`config.mk`:
```
export PLATFORM = sky130hd
export DESIGN_NAME = pattern_gen_mc_flat
export DESIGN_NICKNAME = d
export VERILOG_FILES = /design/src/rtl/pattern_gen_pkg.sv /design/src/rtl/pattern_gen_mc_if.sv /design/src/rtl/pg_line_timer.sv /design/src/rtl/pattern_gen_mc.sv /design/src/flat_wrapper.sv
export SDC_FILE = /design/constraint.sdc
export NUM_CORES = 1
export LEC_CHECK = 0
export CORE_MARGIN = 2
export CORE_UTILIZATION = 37
export DETAILED_ROUTE_END_ITERATION = 8
export GPL_ROUTABILITY_DRIVEN = 1
export GPL_TIMING_DRIVEN = 0
export MAX_ROUTING_LAYER = met4
export PLACE_DENSITY = 0.58
export SKIP_CTS_REPAIR_TIMING = 1
export SLEW_MARGIN = 10
export SYNTH_ARGS = -nofsm -noshare
export SYNTH_HDL_FRONTEND = slang
export SYNTH_SLANG_ARGS = --single-unit
```
`constraint.sdc`:
```
create_clock -name clk -period 5 [get_ports clk]
set_clock_uncertainty 0.05 [all_clocks]
set_input_delay 0.75 -clock clk [delete_from_list [all_inputs] [get_ports clk]]
set_output_delay 0.75 -clock clk [all_outputs]
set_load 0.005 [all_outputs]
```
`src/rtl/pattern_gen_pkg.sv`:
```
// Shared types for the multi-channel pattern generator: pattern modes, line FSM states
// and a helper for the full-scale pixel level.
package pattern_gen_pkg;

    typedef enum logic [2:0] {
        M_OFF   = 3'd0,
        M_COUNT = 3'd1,
        M_CONST = 3'd2,
        M_CHK_W = 3'd3,
        M_CHK_B = 3'd4,
        M_RAMP  = 3'd5,
        M_BARS  = 3'd6,
        M_RSVD  = 3'd7
    } mode_e;

    typedef enum logic [2:0] {
        S_IDLE   = 3'd0,
        S_WAIT   = 3'd1,
        S_ACTIVE = 3'd2
    } state_e;

    function automatic logic [63:0] pix_max(input int dw);
        return (64'd1 << dw) - 64'd1;
    endfunction

endpackage

```
`src/rtl/pattern_gen_mc_if.sv`:
```
// Sync/config inputs and pixel outputs of the pattern generator, bundled as one bus.
// The timing source is the master; the generator is the slave.
interface pattern_gen_mc_if #(
    parameter int DW = 12,
    parameter int CH = 3,
    parameter int YW = 12
);
    logic             f_sync;
    logic             sync;
    logic [2:0]       mode;
    logic [DW-1:0]    const_val;
    logic [3:0]       dx;
    logic [3:0]       dy;
    logic [2:0]       cell_log2;
    logic [CH*DW-1:0] pix;
    logic             pix_valid;
    logic [YW-1:0]    line_cnt;
    logic [2:0]       state;

    modport master (
        output f_sync, sync, mode, const_val, dx, dy, cell_log2,
        input  pix, pix_valid, line_cnt, state
    );

    modport slave (
        input  f_sync, sync, mode, const_val, dx, dy, cell_log2,
        output pix, pix_valid, line_cnt, state
    );
endinterface

```
`src/rtl/pg_line_timer.sv`:
```
// Line/frame timing: FSM, x/y counters, colour-bar counter, incremental ramp
// accumulators and the configuration shadows latched at frame start.
module pg_line_timer
    import pattern_gen_pkg::*;
#(
    parameter int DW       = 12,
    parameter int LINE_LEN = 1350,
    parameter int YW       = 12,
    parameter int XW       = $clog2(LINE_LEN)
) (
    input  logic          clk,
    input  logic          rst_n,
    input  logic          sync,
    input  logic          f_sync,
    input  logic [2:0]    mode,
    input  logic [DW-1:0] const_val,
    input  logic [3:0]    dx,
    input  logic [3:0]    dy,
    input  logic [2:0]    cell_log2,
    output state_e        state,
    output logic [XW-1:0] x,
    output logic [YW-1:0] y,
    output logic [2:0]    bar,
    output logic [DW-1:0] ramp,
    output mode_e         mode_s,
    output logic [DW-1:0] const_s,
    output logic [2:0]    cell_s
);
    localparam int BAR_W = LINE_LEN / 8;
    localparam int BW    = $clog2(BAR_W);

    state_e        state_nx;
    logic          line_start;
    logic          frame_start;
    logic [3:0]    dx_s;
    logic [3:0]    dy_s;
    logic [DW-1:0] row;
    logic [BW-1:0] bar_pos;

    always_ff @(posedge clk or negedge rst_n) begin
        if (!rst_n) state <= S_IDLE;
        else        state <= state_nx;
    end

    // NOTE: every output of a combinational block gets a default first, so no path
    // through the case leaves a signal unassigned and a latch is never inferred.
    always_comb begin
        state_nx    = state;
        line_start  = 1'b0;
        frame_start = 1'b0;
        case (state)
            S_IDLE: begin
                if (sync && f_sync) begin
                    line_start  = 1'b1;
                    frame_start = 1'b1;
                    state_nx    = S_ACTIVE;
                end
            end
            S_WAIT: begin
                if (sync) begin
                    line_start  = 1'b1;
                    frame_start = f_sync;
                    state_nx    = S_ACTIVE;
                end
            end
            S_ACTIVE: begin
                if (sync) begin
                    line_start  = 1'b1;
                    frame_start = f_sync;
                end else if (x == XW'(LINE_LEN - 1)) begin
                    state_nx = S_WAIT;
                end
            end
            default: state_nx = S_IDLE;
        endcase
    end

    // NOTE: sequential state is updated with non-blocking assignments so every register
    // sees the pre-edge values of the others, independent of statement order.
    always_ff @(posedge clk or negedge rst_n) begin
        if (!rst_n) begin
            x       <= '0;
            y       <= '0;
            bar     <= '0;
            bar_pos <= '0;
            row     <= '0;
            ramp    <= '0;
            mode_s  <= M_OFF;
            const_s <= '0;
            cell_s  <= '0;
            dx_s    <= '0;
            dy_s    <= '0;
        end else if (line_start) begin
            x       <= '0;
            bar     <= '0;
            bar_pos <= '0;
            if (frame_start) begin
                y       <= '0;
                row     <= '0;
                ramp    <= '0;
                mode_s  <= mode_e'(mode);
                const_s <= const_val;
                cell_s  <= cell_log2;
                dx_s    <= dx;
                dy_s    <= dy;
            end else begin
                y    <= y + 1'b1;
                row  <= row + DW'(dy_s);
                ramp <= row + DW'(dy_s);
            end
        end else if (state == S_ACTIVE) begin
            if (x != XW'(LINE_LEN - 1)) x <= x + 1'b1;
            ramp <= ramp + DW'(dx_s);
            // Bar index advances every BAR_W pixels and sticks at the last bar.
            if (bar_pos == BW'(BAR_W - 1)) begin
                bar_pos <= '0;
                if (bar != 3'd7) bar <= bar + 1'b1;
            end else begin
                bar_pos <= bar_pos + 1'b1;
            end
        end
    end
endmodule

```
`src/rtl/pattern_gen_mc.sv`:
```
// Multi-channel test pattern generator: evaluates the pixel function on the line
// timer's (x, y) and registers pixel, valid and line index together.
module pattern_gen_mc
    import pattern_gen_pkg::*;
#(
    parameter int DW       = 12,
    parameter int CH       = 3,
    parameter int LINE_LEN = 1350,
    parameter int YW       = 12
) (
    input logic              clk,
    input logic              rst_n,
    pattern_gen_mc_if.slave  bus
);
    localparam int            XW  = $clog2(LINE_LEN);
    localparam logic [DW-1:0] MAX = DW'(pix_max(DW));

    state_e           state;
    logic [XW-1:0]    x;
    logic [YW-1:0]    y;
    logic [2:0]       bar;
    logic [DW-1:0]    ramp;
    mode_e            mode_s;
    logic [DW-1:0]    const_s;
    logic [2:0]       cell_s;
    logic [DW-1:0]    level;
    logic [XW-1:0]    xs;
    logic [YW-1:0]    ys;
    logic [CH*DW-1:0] pix_nx;

    pg_line_timer #(.DW(DW), .LINE_LEN(LINE_LEN), .YW(YW), .XW(XW)) u_timer (
        .clk       (clk),
        .rst_n     (rst_n),
        .sync      (bus.sync),
        .f_sync    (bus.f_sync),
        .mode      (bus.mode),
        .const_val (bus.const_val),
        .dx        (bus.dx),
        .dy        (bus.dy),
        .cell_log2 (bus.cell_log2),
        .state     (state),
        .x         (x),
        .y         (y),
        .bar       (bar),
        .ramp      (ramp),
        .mode_s    (mode_s),
        .const_s   (const_s),
        .cell_s    (cell_s)
    );

    always_comb begin
        level  = '0;
        xs     = x >> cell_s;
        ys     = y >> cell_s;
        case (mode_s)
            M_COUNT: level = DW'(x);
            M_CONST: level = const_s;
            M_CHK_W: level = (xs[0] ^ ys[0]) ? '0 : MAX;
            M_CHK_B: level = (xs[0] ^ ys[0]) ? MAX : '0;
            M_RAMP:  level = ramp;
            default: level = '0;
        endcase
        pix_nx = {CH{level}};
        // Colour bars: channel k follows bit (k mod 3) of the bar index.
        if (mode_s == M_BARS) begin
            for (int k = 0; k < CH; k++) pix_nx[k*DW +: DW] = bar[k % 3] ? MAX : '0;
        end
        if (state != S_ACTIVE) pix_nx = '0;
    end

    always_ff @(posedge clk or negedge rst_n) begin
        if (!rst_n) begin
            bus.pix       <= '0;
            bus.pix_valid <= 1'b0;
            bus.line_cnt  <= '0;
        end else begin
            bus.pix       <= pix_nx;
            bus.pix_valid <= (state == S_ACTIVE);
            bus.line_cnt  <= y;
        end
    end

    assign bus.state = state;
endmodule

```
`src/flat_wrapper.sv`:
```
// flat-port wrapper written by rule: the top's interface ports become plain ports
module pattern_gen_mc_flat import pattern_gen_pkg::*;
#(
    parameter int DW       = 12,
    parameter int CH       = 3,
    parameter int LINE_LEN = 1350,
    parameter int YW       = 12
)
  (clk, rst_n, bus_f_sync, bus_sync, bus_mode, bus_const_val, bus_dx, bus_dy, bus_cell_log2, bus_pix, bus_pix_valid, bus_line_cnt, bus_state);
  pattern_gen_mc_if #(.DW(DW), .CH(CH), .YW(YW)) bus_i ();
  input logic clk;
  input logic rst_n;
  input wire logic [$bits(bus_i.f_sync)-1:0] bus_f_sync;
  input wire logic [$bits(bus_i.sync)-1:0] bus_sync;
  input wire logic [$bits(bus_i.mode)-1:0] bus_mode;
  input wire logic [$bits(bus_i.const_val)-1:0] bus_const_val;
  input wire logic [$bits(bus_i.dx)-1:0] bus_dx;
  input wire logic [$bits(bus_i.dy)-1:0] bus_dy;
  input wire logic [$bits(bus_i.cell_log2)-1:0] bus_cell_log2;
  output wire logic [$bits(bus_i.pix)-1:0] bus_pix;
  output wire logic [$bits(bus_i.pix_valid)-1:0] bus_pix_valid;
  output wire logic [$bits(bus_i.line_cnt)-1:0] bus_line_cnt;
  output wire logic [$bits(bus_i.state)-1:0] bus_state;
  assign bus_i.f_sync = bus_f_sync;
  assign bus_i.sync = bus_sync;
  assign bus_i.mode = bus_mode;
  assign bus_i.const_val = bus_const_val;
  assign bus_i.dx = bus_dx;
  assign bus_i.dy = bus_dy;
  assign bus_i.cell_log2 = bus_cell_log2;
  assign bus_pix = bus_i.pix;
  assign bus_pix_valid = bus_i.pix_valid;
  assign bus_line_cnt = bus_i.line_cnt;
  assign bus_state = bus_i.state;
  pattern_gen_mc #(.DW(DW), .CH(CH), .LINE_LEN(LINE_LEN), .YW(YW)) u_core (.clk(clk), .rst_n(rst_n), .bus(bus_i));
endmodule
```
==> out/qor.txt, run 1 <==
largest net degree at the start of global routing: 84
vias in the first global route: 5124
Syn Area/Cell: 10.4 um2
Worst-Skew Late Latency: 0.43 ns
asr flop ratio synth: 100%
placer congestion estimate: 0.923
Top Usage Layer GRT: met2
CP Capture Type: flip-flop
synth warn: 0
WS Path Type: in2reg
flops & latches, synth: 135
Hold Slack: 0.333 ns
GR Util met2: 31.6%
ranking of synthesized cells by area: dfrtp_1 51%, mux2_2 6.1%, nand2_1 4.7%
RSZ-0062 raised after global routing: no
grt ovf: 0
Global Route met1 Usage: 24.5%
maximum achievable frequency: 0.305 GHz
# rows: 48
max capacitance violation total: 0
endpoints failing setup: 0
drt first-iter violations: 286
CORE AREA: 17400 um2
slowest library cell on the worst path: clkdlybuf4s50_1
root buffer cell: clkbuf_16
post-synthesis sequential area ratio: 51.2%
die area: 18900 um2
critical path startpoint category: input port
Initial Util: 38.0%
final instance area: 8310 um2
WP buf/inv: 3
CTS tree: yes
leakage: 3.59 nW
Post-synth EDFFs: 0
Post-layout nets: 783
vias per cell: 5.22
# IOs: 82
GR Util All Layers: 19.4%
Netlist cell types: 60
IO buf count: 80
CTS max path bufs: 2
Least-Margin Pin Slew: 0.983 ns
Rel. slew slack: 34.0%
diodes inserted: 0
number of fill cells: 1589
status: complete, no violations
Max VDD drop: 277 uV
H-tree Lvls: 4
Worst EP required: 5.23 ns
area delta synth->final: 26.0%
CTS Sinks: 135
min-delay worst type: in2async
PwrDens: 618 nW/um2
drt drc: 0
via count: 5065
CTS clk-pin slew, worst paths: 0.06 ns
Synth top area share: 51.2%
critical path's top delay family: buffers and inverters
Syn Inst Count: 633
Final Cycle Share: 65.7%
initial antenna violation count: 0
DRT Wirelength: 16700 um
area of placed instances: 7710 um2
final worst path period need: 3.28 ns
synthesized area: 6600 um2
Final Hold Fails: 0
routing usage on met3: 3.24%
DP Wirelength: 12500 um
post-synth top area cell: dfrtp_1
CP cell instances: clkdlybuf4s50_1, a21oi_1, nor2_1, clkbuf_1, buf_1, o21ai_0
CTS Buf Count: 17
die extent in x: 138 um
Post-Syn Nets: 683
max-slew violation count: 0
most frequently used flop master after synthesis: dfrtp_1
drt first pass iters: 6
global-route wire length before repair: 26900 um
layout cells sized above 1: 12.5%
Die H: 138 um
Arr. time, crit path: 3.51 ns
WL per Instance: 17.2 um
Worst path max stage delay: 0.67 ns
remaining antenna violation count: 0
crit-path max FO: 10
[worst reg2reg max path, cell delays in order, from the launching register on]
cell and delay [ns]:
dfrtp_1 0.42, ha_1 0.25, nand2b_1 0.15, clkbuf_1 0.18, nor2_1 0.57, clkbuf_1 0.52
buf_1 0.56, o21ai_0 0.19
[cell usage after synthesis, drive strengths merged, types with 3 or more instances]
library cell	count
mux2i	11
nor3b	3
or3	3
xor2	19
mux2	36
xnor2	23
nand4	9
nand3b	4
and3	8
nand2b	4
nor2	46
a21o	9
o21ai	27
o22a	3
nand2	83
nand3	12
inv	15
dfrtp	135
buf	10
a21oi	62
clkbuf	21
a211oi	14
ha	18
o22ai	5
a31o	3
nor3	9
[metal layers]
layer	part of all wire [%]	routed length, um
met5	0	0
met4	1.9	316
met3	4.0	673
met2	50	8330
met1	44	7430
[final timing paths]
| kind | to | start | slack (ns) | cells after the start |
|---|---|---|---|---|
| max in group asynchronous | u_core.bus.pix[28] | rst_n | 3.84 | 2 |
| worst min register to register | u_core.bus.line_cnt[11] | u_core.u_timer.y[11] | 0.36 | 0 |
| min in group clk | u_core.bus.line_cnt[11] | u_core.u_timer.y[11] | 0.36 | 0 |
| worst max register to register | u_core.u_timer.ramp[0] | u_core.u_timer.state[0] | 1.97 | 7 |
| worst min-delay path | u_core.u_timer.bar_pos[5] | rst_n | 0.33 | 1 |
| worst max-delay path | u_core.u_timer.ramp[0] | bus_f_sync | 1.72 | 6 |
[cells by family after synthesis]
group                    after synthesis  share of synthesized area, %
adder cells (fa/ha/maj)               20                          4.02
XOR/XNOR                              42                          5.57
AO/OA/AOI/OAI                        141                          13.5
buffers and inverters                 46                          2.81
AND/OR/NAND/NOR                      199                          14.3
other                                  1                        0.0568
flip-flops                           135                          51.2
multiplexers                          49                          8.55
[cell type report]
class                      instances  area, um2  area share, %
inverter                          15       56.3          0.677
clock buffer                      18        439           5.28
timing repair buffer              81        830           9.98
multi-input combinational        452       3040           36.5
tap                              225        282           3.39
buffer                            31        129           1.55
sequential                       135       3380           40.6
clock inverter                    14        163           1.96
[where the power goes]
part | switching (W) | internal, W
Sequential | 0.000253 | 0.00144
Clock | 0.000514 | 0.000760
Combinational | 0.00121 | 0.000961
[layout by cell type (no fill, tap or decap), types with 3 or more instances in the layout]
master | Yosys | layout
and3_1 | 8 | 8
clkdlybuf4s50_1 | 0 | 79
nor3b_1 | 3 | 3
inv_6 | 0 | 6
nand2_1 | 83 | 83
nand4_1 | 9 | 9
a21o_1 | 9 | 9
nand2b_1 | 4 | 4
clkinvlp_4 | 0 | 4
nor2_1 | 46 | 46
inv_1 | 15 | 15
xor2_1 | 19 | 19
nand3b_1 | 4 | 4
mux2i_1 | 10 | 10
dfrtp_1 | 135 | 135
xnor2_1 | 23 | 23
nor3_1 | 9 | 9
o21ai_0 | 26 | 26
nand3_1 | 12 | 12
a31o_2 | 3 | 3
or3_1 | 3 | 3
a211oi_1 | 14 | 14
ha_1 | 18 | 18
buf_2 | 7 | 7
o22ai_1 | 5 | 5
a21oi_1 | 62 | 62
o22a_1 | 3 | 3
mux2_2 | 36 | 36
clkbuf_1 | 21 | 21
clkbuf_16 | 0 | 17
[stage by stage]
stage / setup slack [ns] / power (W) / std cells / utilization [%] / TNS [ns]
CTS: 1.70 / 0.00517 / 971 / 47.9 / 0
floorplan: 2.88 / 0.00302 / 633 / - / 0
global placement: -2.17 / 0.00381 / 938 / 44.3 / -291.89
detailed placement: 1.27 / 0.00389 / 939 / 44.4 / 0
finish: 1.72 / 0.00514 / 971 / 47.9 / 0
global route: 1.55 / 0.00550 / 971 / 47.9 / 0
[flip-flops by register name, indices dropped and copies added, names as in the netlist]
name                    cells
u_core.u_timer.state        2
u_core.u_timer.dx_s         4
u_core.bus.pix             36
u_core.bus.line_cnt        12
u_core.u_timer.const_s     12
u_core.u_timer.bar_pos      8
u_core.u_timer.bar          3
u_core.u_timer.row         12
u_core.u_timer.ramp        12
u_core.u_timer.y           12
u_core.u_timer.mode_s       3
u_core.u_timer.x           11
u_core.u_timer.cell_s       3
u_core.bus.pix_valid        1
u_core.u_timer.dy_s         4
Power figures use the tool's default switching activity.
==> inputs of run 2 (changes only) <==
- clock period: 5 -> 3.35 ns (I/O delays scaled with it)
==> results of run 2 <==
Same layout as run 1 (identical final DEF). Status: complete, no violations.
Main changes from that run: setup slack after placement 1.27 ns -> -0.136 ns; setup slack after layout 1.72 ns -> 0.314 ns; hold slack 0.333 ns -> 0.0854 ns; register-to-register setup slack 1.97 ns -> 0.32 ns; total power 0.00514 W -> 0.00767 W; worst IR drop on VDD 277 uV -> 414 uV
==> inputs of run 3 (changes only) <==
- CORE_UTILIZATION: 37 -> 45
- HOLD_SLACK_MARGIN: not set -> 0.1
- PLACE_DENSITY: 0.58 -> 0.76
==> run 3 against run 2 <==
Compared with the run above:
- sequential cell count did not move
- die area is 17% lower
- maximum frequency increased by 2.5%
- worst setup slack improved by 0.073 ns
- routed wire length is 2.2% lower
- final area fell by 0.23%
- utilization grew 9.6 points
- register-to-register slack improved by 0.07 ns
- via count is 3.5% higher
- largest cell class unchanged
==> out/qor.txt, run 3 (synthesized netlist as in run 1, its figures left out) <==
switching share of power: 37.3% (was 38.5%)
# IOs: 82 (unchanged)
Least-Margin Pin Slew: 0.827 ns (was 0.983 ns)
Arr. time, crit path: 3.19 ns (was 3.26 ns)
largest net degree at the start of global routing: 73 (was 84)
CTS max path bufs: 2 (unchanged)
Initial Util: 45.7% (was 38.0%)
Final Hold Fails: 0 (unchanged)
PwrDens: 933 nW/um2 (was 923 nW/um2)
maximum achievable frequency: 0.337 GHz (was 0.329 GHz)
RR Startpoint: u_core.u_timer.state[0] (unchanged)
Worst-Skew Late Latency: 0.42 ns (was 0.43 ns)
endpoints failing setup: 0 (unchanged)
CP Capture Type: flip-flop (unchanged)
WL per Instance: 17.6 um (was 17.2 um)
GR Util All Layers: 22.4% (was 19.4%)
via count: 5241 (was 5065)
H-tree Lvls: 4 (unchanged)
CTS tree: yes (unchanged)
# rows: 44 (was 48)
crit-path max FO: 10 (unchanged)
die area: 15600 um2 (was 18900 um2)
area of placed instances: 7660 um2 (was 7710 um2)
Int Power: 0.00485 W (was 0.00472 W)
grt ovf: 0 (unchanged)
CTS Sinks: 135 (unchanged)
leakage: 3.59 nW (about the same)
drt first pass iters: 5 (was 6)
Flop pwr share: 32.8% (was 33.0%)
WS Path Type: reg2reg (was in2reg)
P_sw: 0.00288 W (was 0.00295 W)
commonest non-fill, non-tap cell in the layout: dfrtp_1 (unchanged)
critical path startpoint category: flip-flop (was input port)
max-slew violation count: 0 (unchanged)
final instance area: 8290 um2 (was 8310 um2)
DRT Wirelength: 16400 um (was 16700 um)
CORE AREA: 14400 um2 (was 17400 um2)
global-route wire length before repair: 26900 um (about the same)
IO buf count: 80 (unchanged)
root buffer cell: clkbuf_16 (unchanged)
Final Power: 0.00774 W (was 0.00767 W)
Final Cycle Share: 88.4% (was 90.6%)
Combinational Power Share: 41.9% (was 42.2%)
Biggest register: u_core.bus.pix (unchanged)
CTS clk-pin slew, worst paths: 0.06 ns (about the same)
diodes inserted: 0 (unchanged)
Post-layout nets: 784 (was 783)
Max VDD drop: 406 uV (was 414 uV)
remaining antenna violation count: 0 (unchanged)
setup ws final: 0.387 ns (was 0.314 ns)
initial antenna violation count: 0 (unchanged)
Reg2Reg Depth: 7 (unchanged)
layout cells sized above 1: 12.0% (was 12.5%)
WHS Endpoint: u_core.bus.line_cnt[11]
Clock power frac: 25.4% (was 24.8%)
WHS Path Cells: 0
area delta synth->final: 25.7% (was 26.0%)
worst r2r dst: u_core.u_timer.ramp[1] (was u_core.u_timer.ramp[0])
vias per cell: 5.63 (was 5.22)
dpl cells: 898 (was 939)
final instance count without filler cells: 931 (was 971)
max reg flops: 36 (unchanged)
min-delay worst type: reg2reg (was in2async)
Final Util: 57.5% (was 47.9%)
Worst EP required: 3.58 ns (about the same)
Rel. slew slack: 44.5% (was 34.0%)
worst slack at placement: 0.0134 ns (was -0.136 ns)
R2R setup slack: 0.39 ns (was 0.32 ns)
final worst path period need: 2.96 ns (was 3.04 ns)
max capacitance violation total: 0 (unchanged)
die extent in x: 125 um (was 138 um)
Die H: 125 um (was 138 um)
worst hold start: u_core.u_timer.y[11]
vias in the first global route: 5317 (was 5124)
DP Wirelength: 12100 um (was 12500 um)
RSZ-0062 raised after global routing: no (unchanged)
drt first-iter violations: 552 (was 286)
placer congestion estimate: 0.983 (was 0.923)
CTS Buf Count: 17 (unchanged)
status: complete, no violations (unchanged)
drt drc: 0 (unchanged)
most frequent cells in the layout: 135 x dfrtp_1, 83 x nand2_1, 79 x clkdlybuf4s50_1 (unchanged)
==> run 3: cell types whose count changed in the layout (fill, tap and decap cells not counted), sizes merged <==
cell and delta:
bufinv +2, clkbuf +3, clkinvlp +2, dlygate4sd3 +1
inv -7
==> run 3: worst max-delay path, stage by stage, from the launching register on <==
cell and delay, ns:
dfrtp_1 0.41, ha_1 0.25, nand2b_1 0.15, clkbuf_1 0.18
nor2_1 0.51, clkbuf_1 0.53, buf_1 0.53, o21ai_0 0.19
==> run 3: worst max path at each step <==
stage                                 start  cells after the start                     end
CTS                 u_core.u_timer.state[0]                      7  u_core.u_timer.ramp[1]
detailed placement               bus_f_sync                      6  u_core.u_timer.ramp[1]
global route        u_core.u_timer.state[0]                      7  u_core.u_timer.ramp[1]
finish              u_core.u_timer.state[0]                      7  u_core.u_timer.ramp[1]
global placement                      rst_n                      1   u_core.u_timer.row[0]
floorplan           u_core.u_timer.state[0]                      8    u_core.u_timer.y[10]
==> run 3: stage by stage <==
step                      hold slack, ns  TNS [ns]
after global placement             0.334   -435.55
final                              0.350         0
after CTS                         0.0350         0
after detailed placement           0.339         0
after floorplan                    0.157         0
after global routing               0.362         0
==> run 3: per-layer routing <==
layer,track usage [%],vias to the layer above,routed length [um]
met5,-,-,0
met4,8.63,0,473
met3,5.35,38,883
met2,35.8,168,8200
met1,27.8,2606,6810
li1,-,2429,-
==> run 3: cell type report <==
cell class / count / area (um2)
Multi-Input combinational cell: 452 / 3040
Clock inverter: 11 / 174
Fill cell: 1229 / 6130
Tap cell: 184 / 230
Buffer: 31 / 129
Timing Repair Buffer: 82 / 840
Sequential cell: 135 / 3380
Clock buffer: 21 / 450
Inverter: 15 / 56.3
==> run 3: power groups by stage <==
stage	registers, W	clock network [W]	logic, W
2_1_floorplan	0.00246	0	0.00205
3_3_place_gp	0.00253	0	0.00307
3_5_place_dp	0.00256	0	0.00320
4_1_cts	0.00254	0.00199	0.00323
5_1_grt	0.00260	0.00209	0.00356
6_report	0.00253	0.00196	0.00324
